### config.mk
export PLATFORM = sky130hd
export DESIGN_NAME = itrx_aib_phy_clk_sel_seq
export DESIGN_NICKNAME = d
export VERILOG_FILES = /design/src/rtl/itrx_aib_phy_clk_sel_seq_pkg.sv /design/src/rtl/itrx_aib_phy_clk_sel_seq_cnt.sv /design/src/rtl/itrx_aib_phy_clk_sel_seq.sv
export SDC_FILE = /design/constraint.sdc
export NUM_CORES = 1
export LEC_CHECK = 0
export BUFFER_PORTS_ARGS = -buffer_cell sky130_fd_sc_hd__buf_2
export CORE_UTILIZATION = 56
export CTS_CLUSTER_SIZE = 25
export DETAILED_ROUTE_END_ITERATION = 16
export PLACE_DENSITY = 0.93
export RECOVER_POWER = 25
export SYNTH_ARGS = -nofsm -noshare
export SYNTH_HDL_FRONTEND = slang
export SYNTH_SLANG_ARGS = --single-unit
### constraint.sdc
create_clock -name clk -period 2.9 [get_ports clk]
set_input_delay 0.29 -clock clk [delete_from_list [all_inputs] [get_ports clk]]
set_output_delay 0.29 -clock clk [all_outputs]
set_load 0.03 [all_outputs]
### src/rtl/itrx_aib_phy_clk_sel_seq_pkg.sv
// Shared types and elaboration helpers for the AIB PHY clock-select sequencer.
package itrx_aib_phy_clk_sel_seq_pkg;

    typedef enum logic [2:0] {
        ST_IDLE     = 3'd0,
        ST_GATE_OFF = 3'd1,
        ST_SWITCH   = 3'd2,
        ST_GATE_ON  = 3'd3,
        ST_DONE     = 3'd4
    } state_e;

    // Ceiling log2, constant-evaluable for parameter widths.
    function automatic int unsigned clog2_f(input int unsigned val);
        int unsigned res;
        res = 0;
        for (int unsigned i = 0; i < 32; i++) begin
            if ((64'd1 << i) < 64'(val)) res = i + 1;
        end
        return res;
    endfunction

    function automatic int unsigned max_f(input int unsigned a, input int unsigned b);
        return (a > b) ? a : b;
    endfunction

endpackage

### src/rtl/itrx_aib_phy_clk_sel_seq_cnt.sv
// Loadable down-counter with zero flag; reloaded on every timed-state entry.
module itrx_aib_phy_clk_sel_seq_cnt #(
    parameter int unsigned W = 2
) (
    input  logic         clk,
    input  logic         rst_n,
    input  logic         load,
    input  logic [W-1:0] load_val,
    output logic         zero_c
);

    logic [W-1:0] cnt_q;

    always_ff @(posedge clk or negedge rst_n) begin
        if (!rst_n) begin
            cnt_q <= '0;
        end else if (load) begin
            cnt_q <= load_val;
        end else if (cnt_q != '0) begin
            cnt_q <= cnt_q - W'(1);
        end
    end

    assign zero_c = (cnt_q == '0);

endmodule

### src/rtl/itrx_aib_phy_clk_sel_seq.sv
// N-way clock-select sequencer: gate off, settle, switch mux, settle, gate on.
// The mux select only moves while every source gate is closed.
module itrx_aib_phy_clk_sel_seq
    import itrx_aib_phy_clk_sel_seq_pkg::*;
#(
    parameter int unsigned NUM_CLK  = 4,
    parameter int unsigned SEL_W    = 2,
    parameter int unsigned GATE_DLY = 2,
    parameter int unsigned SW_DLY   = 2,
    parameter int unsigned RST_SEL  = 0
) (
    input  logic               clk,
    input  logic               rst_n,
    input  logic [SEL_W-1:0]   sel_req,
    input  logic               sel_req_vld,
    output logic               sel_req_rdy,
    input  logic               out_en,
    output logic [NUM_CLK-1:0] clk_en,
    output logic [SEL_W-1:0]   mux_sel,
    output logic [SEL_W-1:0]   sel_cur,
    output logic               busy,
    output logic               sw_done,
    output logic               sel_err
);

    localparam int unsigned          CNT_W     = clog2_f(max_f(GATE_DLY, SW_DLY) + 1);
    localparam logic [CNT_W-1:0]     GATE_LD   = CNT_W'(GATE_DLY - 1);
    localparam logic [CNT_W-1:0]     SW_LD     = CNT_W'(SW_DLY - 1);
    localparam logic [SEL_W-1:0]     RST_SEL_V = SEL_W'(RST_SEL);
    localparam logic [NUM_CLK-1:0]   RST_EN    = NUM_CLK'(1) << RST_SEL;

    state_e             state_q, state_d;
    logic [SEL_W-1:0]   tgt_q, tgt_d;
    logic [NUM_CLK-1:0] en_q, en_d;
    logic [SEL_W-1:0]   mux_q, mux_d;
    logic [SEL_W-1:0]   cur_q, cur_d;
    logic               busy_q, done_q, done_d, err_q, err_d;

    logic               accept, req_bad, req_same;
    logic               cnt_load, cnt_zero;
    logic [CNT_W-1:0]   cnt_ld_val;

    assign accept   = sel_req_vld && (state_q == ST_IDLE);
    assign req_bad  = 32'(sel_req) >= NUM_CLK;
    assign req_same = (sel_req == cur_q);

    assign cnt_load   = (state_d != state_q);
    assign cnt_ld_val = (state_d == ST_SWITCH) ? SW_LD : GATE_LD;

    itrx_aib_phy_clk_sel_seq_cnt #(
        .W (CNT_W)
    ) u_cnt (
        .clk      (clk),
        .rst_n    (rst_n),
        .load     (cnt_load),
        .load_val (cnt_ld_val),
        .zero_c   (cnt_zero)
    );

    // State and registered outputs
    always_ff @(posedge clk or negedge rst_n) begin
        if (!rst_n) begin
            state_q <= ST_IDLE;
            tgt_q   <= RST_SEL_V;
            en_q    <= RST_EN;
            mux_q   <= RST_SEL_V;
            cur_q   <= RST_SEL_V;
            busy_q  <= 1'b0;
            done_q  <= 1'b0;
            err_q   <= 1'b0;
        end else begin
            state_q <= state_d;
            tgt_q   <= tgt_d;
            en_q    <= en_d;
            mux_q   <= mux_d;
            cur_q   <= cur_d;
            busy_q  <= (state_d != ST_IDLE);
            done_q  <= done_d;
            err_q   <= err_d;
        end
    end

    always_comb begin
        state_d = state_q;
        case (state_q)
            ST_IDLE:     if (accept && !req_bad) state_d = req_same ? ST_DONE : ST_GATE_OFF;
            ST_GATE_OFF: if (cnt_zero) state_d = ST_SWITCH;
            ST_SWITCH:   if (cnt_zero) state_d = ST_GATE_ON;
            ST_GATE_ON:  if (cnt_zero) state_d = ST_DONE;
            ST_DONE:     state_d = ST_IDLE;
            default:     state_d = ST_IDLE;
        endcase
    end

    // Next values of the registered outputs, keyed on the transition taken
    always_comb begin
        tgt_d  = tgt_q;
        en_d   = en_q;
        mux_d  = mux_q;
        cur_d  = cur_q;
        err_d  = 1'b0;
        done_d = (state_d == ST_DONE);
        case (state_q)
            ST_IDLE: begin
                if (accept) begin
                    if (req_bad) begin
                        err_d = 1'b1;
                    end else if (!req_same) begin
                        tgt_d = sel_req;
                        en_d  = '0;
                    end
                end
            end
            ST_GATE_OFF: if (cnt_zero) mux_d = tgt_q;
            ST_SWITCH: begin
                if (cnt_zero) begin
                    en_d  = NUM_CLK'(1) << tgt_q;
                    cur_d = tgt_q;
                end
            end
            default: ;
        endcase
    end

    assign sel_req_rdy = (state_q == ST_IDLE);
    assign clk_en      = en_q & {NUM_CLK{out_en}};
    assign mux_sel     = mux_q;
    assign sel_cur     = cur_q;
    assign busy        = busy_q;
    assign sw_done     = done_q;
    assign sel_err     = err_q;

endmodule

Word-level counts from Yosys, hierarchy flattened. Index checks and enable logic that the tools add are counted.

Bits in registers: 17. Bits of input ports: 6.

Add/sub/neg operators: 1. Eq/ne operators: 9. Shift operators: 1. Multiplexer cells: 12. Bitwise gates (word level): 2. Reduce and logical (&&, ||, !) cells: 11.

Operators by type and width (count): $mux W3 (5); $mux W4 (3); $pmux W3 S4 (1); $pmux W4 S2 (1); $eq A3 B2 Y1 const B (2); $reduce_bool A2 Y1 (3); $and A4 B4 Y4 (1); $mux W2 (2); $ne A2 B2 Y1 const B (2); $reduce_and A2 Y1 (2); $reduce_and A4 Y1 (1); $shl A1 B2 Y4 const A (1); $eq A3 B1 Y1 const B (1); $eq A3 B3 Y1 const B (1); $logic_not A3 Y1 (1); $ne A3 B3 Y1 (1); $reduce_and A3 Y1 (1); $reduce_bool A3 Y1 (1); $eq A2 B2 Y1 (1); $logic_not A2 Y1 (1); $ne A2 B1 Y1 const B (1); $sub A2 B1 Y2 const B (1); $logic_and A1 B1 Y1 (1); $not A1 Y1 (1).

Depth between registers and ports, before layout.
Depth after elaboration: 6. Depth in mapped cells: 6.

Cells and area by module. From an unflattened synthesis, not the netlist that was laid out.

Cells, all modules: 82. Area, all modules: 888.4 um^2.

Modules (own cells, without submodules): itrx_aib_phy_clk_sel_seq (instances 1, cells an instance 70, area an instance 774.5 um^2, seq. area each 376.6 um^2); itrx_aib_phy_clk_sel_seq_cnt (instances 1, cells an instance 12, area an instance 113.9 um^2, seq. area each 50.0 um^2).

Worst setup path before layout. No wires, ideal clock.

Kind: reg-to-output. From: register state_q[2]. To: output sel_req_rdy. Arrival time: 1.299 ns. Setup slack: 1.311 ns. Cell stages (with the launch flop): 3. Buffers on the path: 1. Path through: dfrtp_1 -> buf_2 -> nor3_1.

Cells in the longest elaborated chain, start to end: 1.

RTL lines: start: declaration (RTL line itrx_aib_phy_clk_sel_seq.sv:32) `state_e state_q, state_d;`; start signal: assignment (RTL line itrx_aib_phy_clk_sel_seq.sv:72) `state_q <= state_d;`; $logic_not A3 Y1 (RTL line itrx_aib_phy_clk_sel_seq.sv:125) `assign sel_req_rdy = (state_q == ST_IDLE);`; end: declaration (RTL line itrx_aib_phy_clk_sel_seq.sv:16) `output logic sel_req_rdy,`.

Every way passes these cells.

Worst setup path after layout.
From: register u_cnt.cnt_q[0]. To: register mux_q[1] (netlist: mux_sel[1]).

Cells in the longest elaborated chain, start to end: 2.

RTL lines: start: declaration (RTL line itrx_aib_phy_clk_sel_seq_cnt.sv:12) `logic [W-1:0] cnt_q;`; start signal: assignment (RTL line itrx_aib_phy_clk_sel_seq_cnt.sv:18) `cnt_q <= load_val;`; start signal: assignment (RTL line itrx_aib_phy_clk_sel_seq_cnt.sv:20) `cnt_q <= cnt_q - W'(1);`; $logic_not A2 Y1 (RTL line itrx_aib_phy_clk_sel_seq_cnt.sv:24) `assign zero_c = (cnt_q == '0);`; $reduce_and A2 Y1 (no source line); end signal: assignment (RTL line itrx_aib_phy_clk_sel_seq.sv:75) `mux_q <= mux_d;`; end: declaration (RTL line itrx_aib_phy_clk_sel_seq.sv:35) `logic [SEL_W-1:0] mux_q, mux_d;`.

Every way passes these cells. A chain may end at the register's enable or synchronous reset.

==> flow_summary.toml <==
[grt]
grt_usage_pct = 22.35
grt_first_pass_wirelength_mm = 2.346
grt_max_degree = 18
first_global_vias = 519
gr-total-overflow = 0
antenna_found_initial = 0

[timing]
finalSetupViolations = 0
period_minus_slack_ps = 1651
fin_tns_setup_ps = 0
period_share_pct = 56.95
maxSlewHeadroom_pct = 41.77
tightest_slew_ps = 873.5
max_freq_mhz = 605.5
rsz0062_at_grt = "false"
hold_viol = 0
finalClockSkew_ps = 7.457
slew_violations = 0

[cells_and_area]
design_area_sq_um = 967.2
num_antenna_cells = 0
nets = 107
syn2layout_area_growth_pct = 12.68
fillers = 103
drive_gt1_share_pct = 27.27
post-route-util_pct = 70.79

[floorplan]
start_util_pct = 62.82
rows = 13
die_x_microns = 41.15
io_pins = 18
dieArea_sq_um = 1693
fp.dieH_microns = 41.15
core-area_sq_um = 1366

[power_and_ir_drop]
power.share.clock_pct = 11.6
power_switching_w = 0.0004887
p_comb_share_pct = 45.9
p_int_w = 0.0006000
share_seq_of_total_power_pct = 42.5
powerDensity_nw_per_um2 = 1126
vdd_drop_max_mv = 0.6759
switching_share_pct = 44.89
p_leak_nw = 0.4550

[clock_network]
cts-root-buf = "clkbuf_4"
cts-resized-gates = 0
cts_setup_buffers = 0
cts_tree = "done"
numCtsBuffers = 3
cts.sinks = 17
path_clk_slew_ps = 100
clock_path_buffers = 2
clk_latency_ps = 290
cts_hold_buf = 1
htreeDepth = 1

[drt]
ant_nets = 0
vias = 659
drc = 0
routed_wl_mm = 1.570
drtPass1Iterations = 4
drt_first_iter_violations = 22
routedWlPerCell_microns = 13.77
via_per_inst = 5.781

[synth]
syn_inst = 83
synth_warnings = 0
synth_area_sq_um = 858.3
synth_seq_cells = 17
synthTopCellsByArea = "dfrtp_1, nand2_1, mux2_4"
postSynthAreaPerCell_sq_um = 10.34
synth_top_area_share_pct = 46.65
syn_nets = 90
ys_seq_area_share_pct = 49.71
synth_cell_type_count = 34
synth.largest_area_cell = "dfrtp_1"

[worst_setup_path]
end_kind = "register"
crit_arrival_ps = 1840
worstPathRequired_ps = 3090
r2r-start = "u_cnt.cnt_q[0]"
critPathLaunchType = "register"
path_class = "register to register"
crit_start = "u_cnt.cnt_q[0]"
path_max_fanout = 10

[outcome]
status = "complete, no violations"

[job]
drv_cap = 0

[hold_path]
hold_class = "input port to register"
worstHoldStart = "sel_req[1]"

[placement]
io_buffers = 16
postPlaceCellArea_sq_um = 930.9
dp_hpwl_mm = 1.151
gp_congestion = 0.8092
[flip-flops by register name (all words and copies together), names as in the netlist]
signal and cells:
state_q 3, tgt_q 2, en_q 4, sw_done 1
u_cnt.cnt_q 2, mux_sel 2, busy 1, sel_cur 2
[synth_stat cells]
master     count
and2_1         4
dfstp_2        1
inv_1          2
clkbuf_1       1
nor4b_1        1
nand4bb_1      1
nand2b_1       2
nand4_1        1
and4bb_2       1
conb_1         1
nand3b_1       1
a21boi_1       1
dfrtp_1       16
nor3b_1        1
buf_2          3
a21oi_1        3
nand3_1        3
ha_1           1
mux2_2         2
or3_1          1
and3_1         1
buf_4          1
o21bai_1       1
a31oi_1        1
mux2_4         2
nand2_1       12
xnor2_1        2
o22ai_1        4
xor2_1         1
nor2_1         4
nor3_1         4
nand4b_1       1
nor4b_4        1
a21bo_2        1
[worst max-delay path: stages (launching register included)]
cell and delay [ps]:
dfrtp_1 380, inv_1 100, ha_1 330, nand2_1 130
nor3_1 240, mux2_2 370
[stage by stage]
stage / total power, W / setup WS, ps / hold WS [ps] / std cells
6_report: 0.001089 / 1249 / 249.3 / 114
5_1_grt: 0.001168 / 1153 / 245.8 / 114
4_1_cts: 0.001090 / 1277 / 250.1 / 114
3_5_place_dp: 0.0009633 / 1285 / 226.3 / 109
3_3_place_gp: 0.0009346 / 1341 / 218.9 / 109
2_1_floorplan: 0.0008412 / 1311 / -5.591 / 83
[cell type report]
type                       count  area (sq um)  area share [%]
clock buffer                   3         22.52           2.329
inverter                       2         7.507          0.7762
tap                           15         18.77           1.940
sequential                    17         426.7           44.11
clock inverter                 1         5.005          0.5175
multi-input combinational     59         397.9           41.14
timing repair buffer          17         88.84           9.185
[power groups by stage]
stage / clock (W) / combinational, W / sequential, W
after floorplan: 0 / 0.000362 / 0.000480
after global placement: 0 / 0.000479 / 0.000455
after detailed placement: 0 / 0.000499 / 0.000465
after CTS: 0.000128 / 0.000500 / 0.000462
after global routing: 0.000138 / 0.000548 / 0.000482
final: 0.000126 / 0.000500 / 0.000462
[per-layer routing]
layer | GRT usage [%] | routed length [microns] | up-vias
met5 | 0 | 0 | -
met4 | 7.258 | 17 | 0
met3 | 4.891 | 110 | 3
met2 | 35.94 | 770 | 37
met1 | 29.76 | 672 | 299
li1 | - | - | 320
[path summary, 6_finish.rpt]
kind                         endpoint  slack (ps)  cells past startpoint
max                        mux_sel[1]        1250                      5
min                          tgt_q[1]         250                      2
max reg2reg                mux_sel[1]        1250                      5
min reg2reg                   en_q[0]         500                      2
max in group asynchronous  state_q[2]        1750                      2
min in group asynchronous     en_q[1]         620                      2
[cells in the final DEF (no fill, tap or decap), types with 3 or more instances in the layout]
cell type	count
buf_2	15
o22ai_1	4
and2_1	4
nor3_1	4
nor2_1	4
dfrtp_1	16
clkbuf_4	3
nand2_1	12
a21oi_1	3
nand3_1	3
[kinds of logic after synthesis]
group	Yosys count	synth area share (%)
simple gates	39	26.97
flops	17	49.71
compound gates	11	8.309
buf+inv	7	3.936
mux	4	6.122
xor+xnor	3	3.062
fa+ha+maj	1	1.457
other cells	1	0.4369
Note: power is estimated with default switching activity, not from simulation.
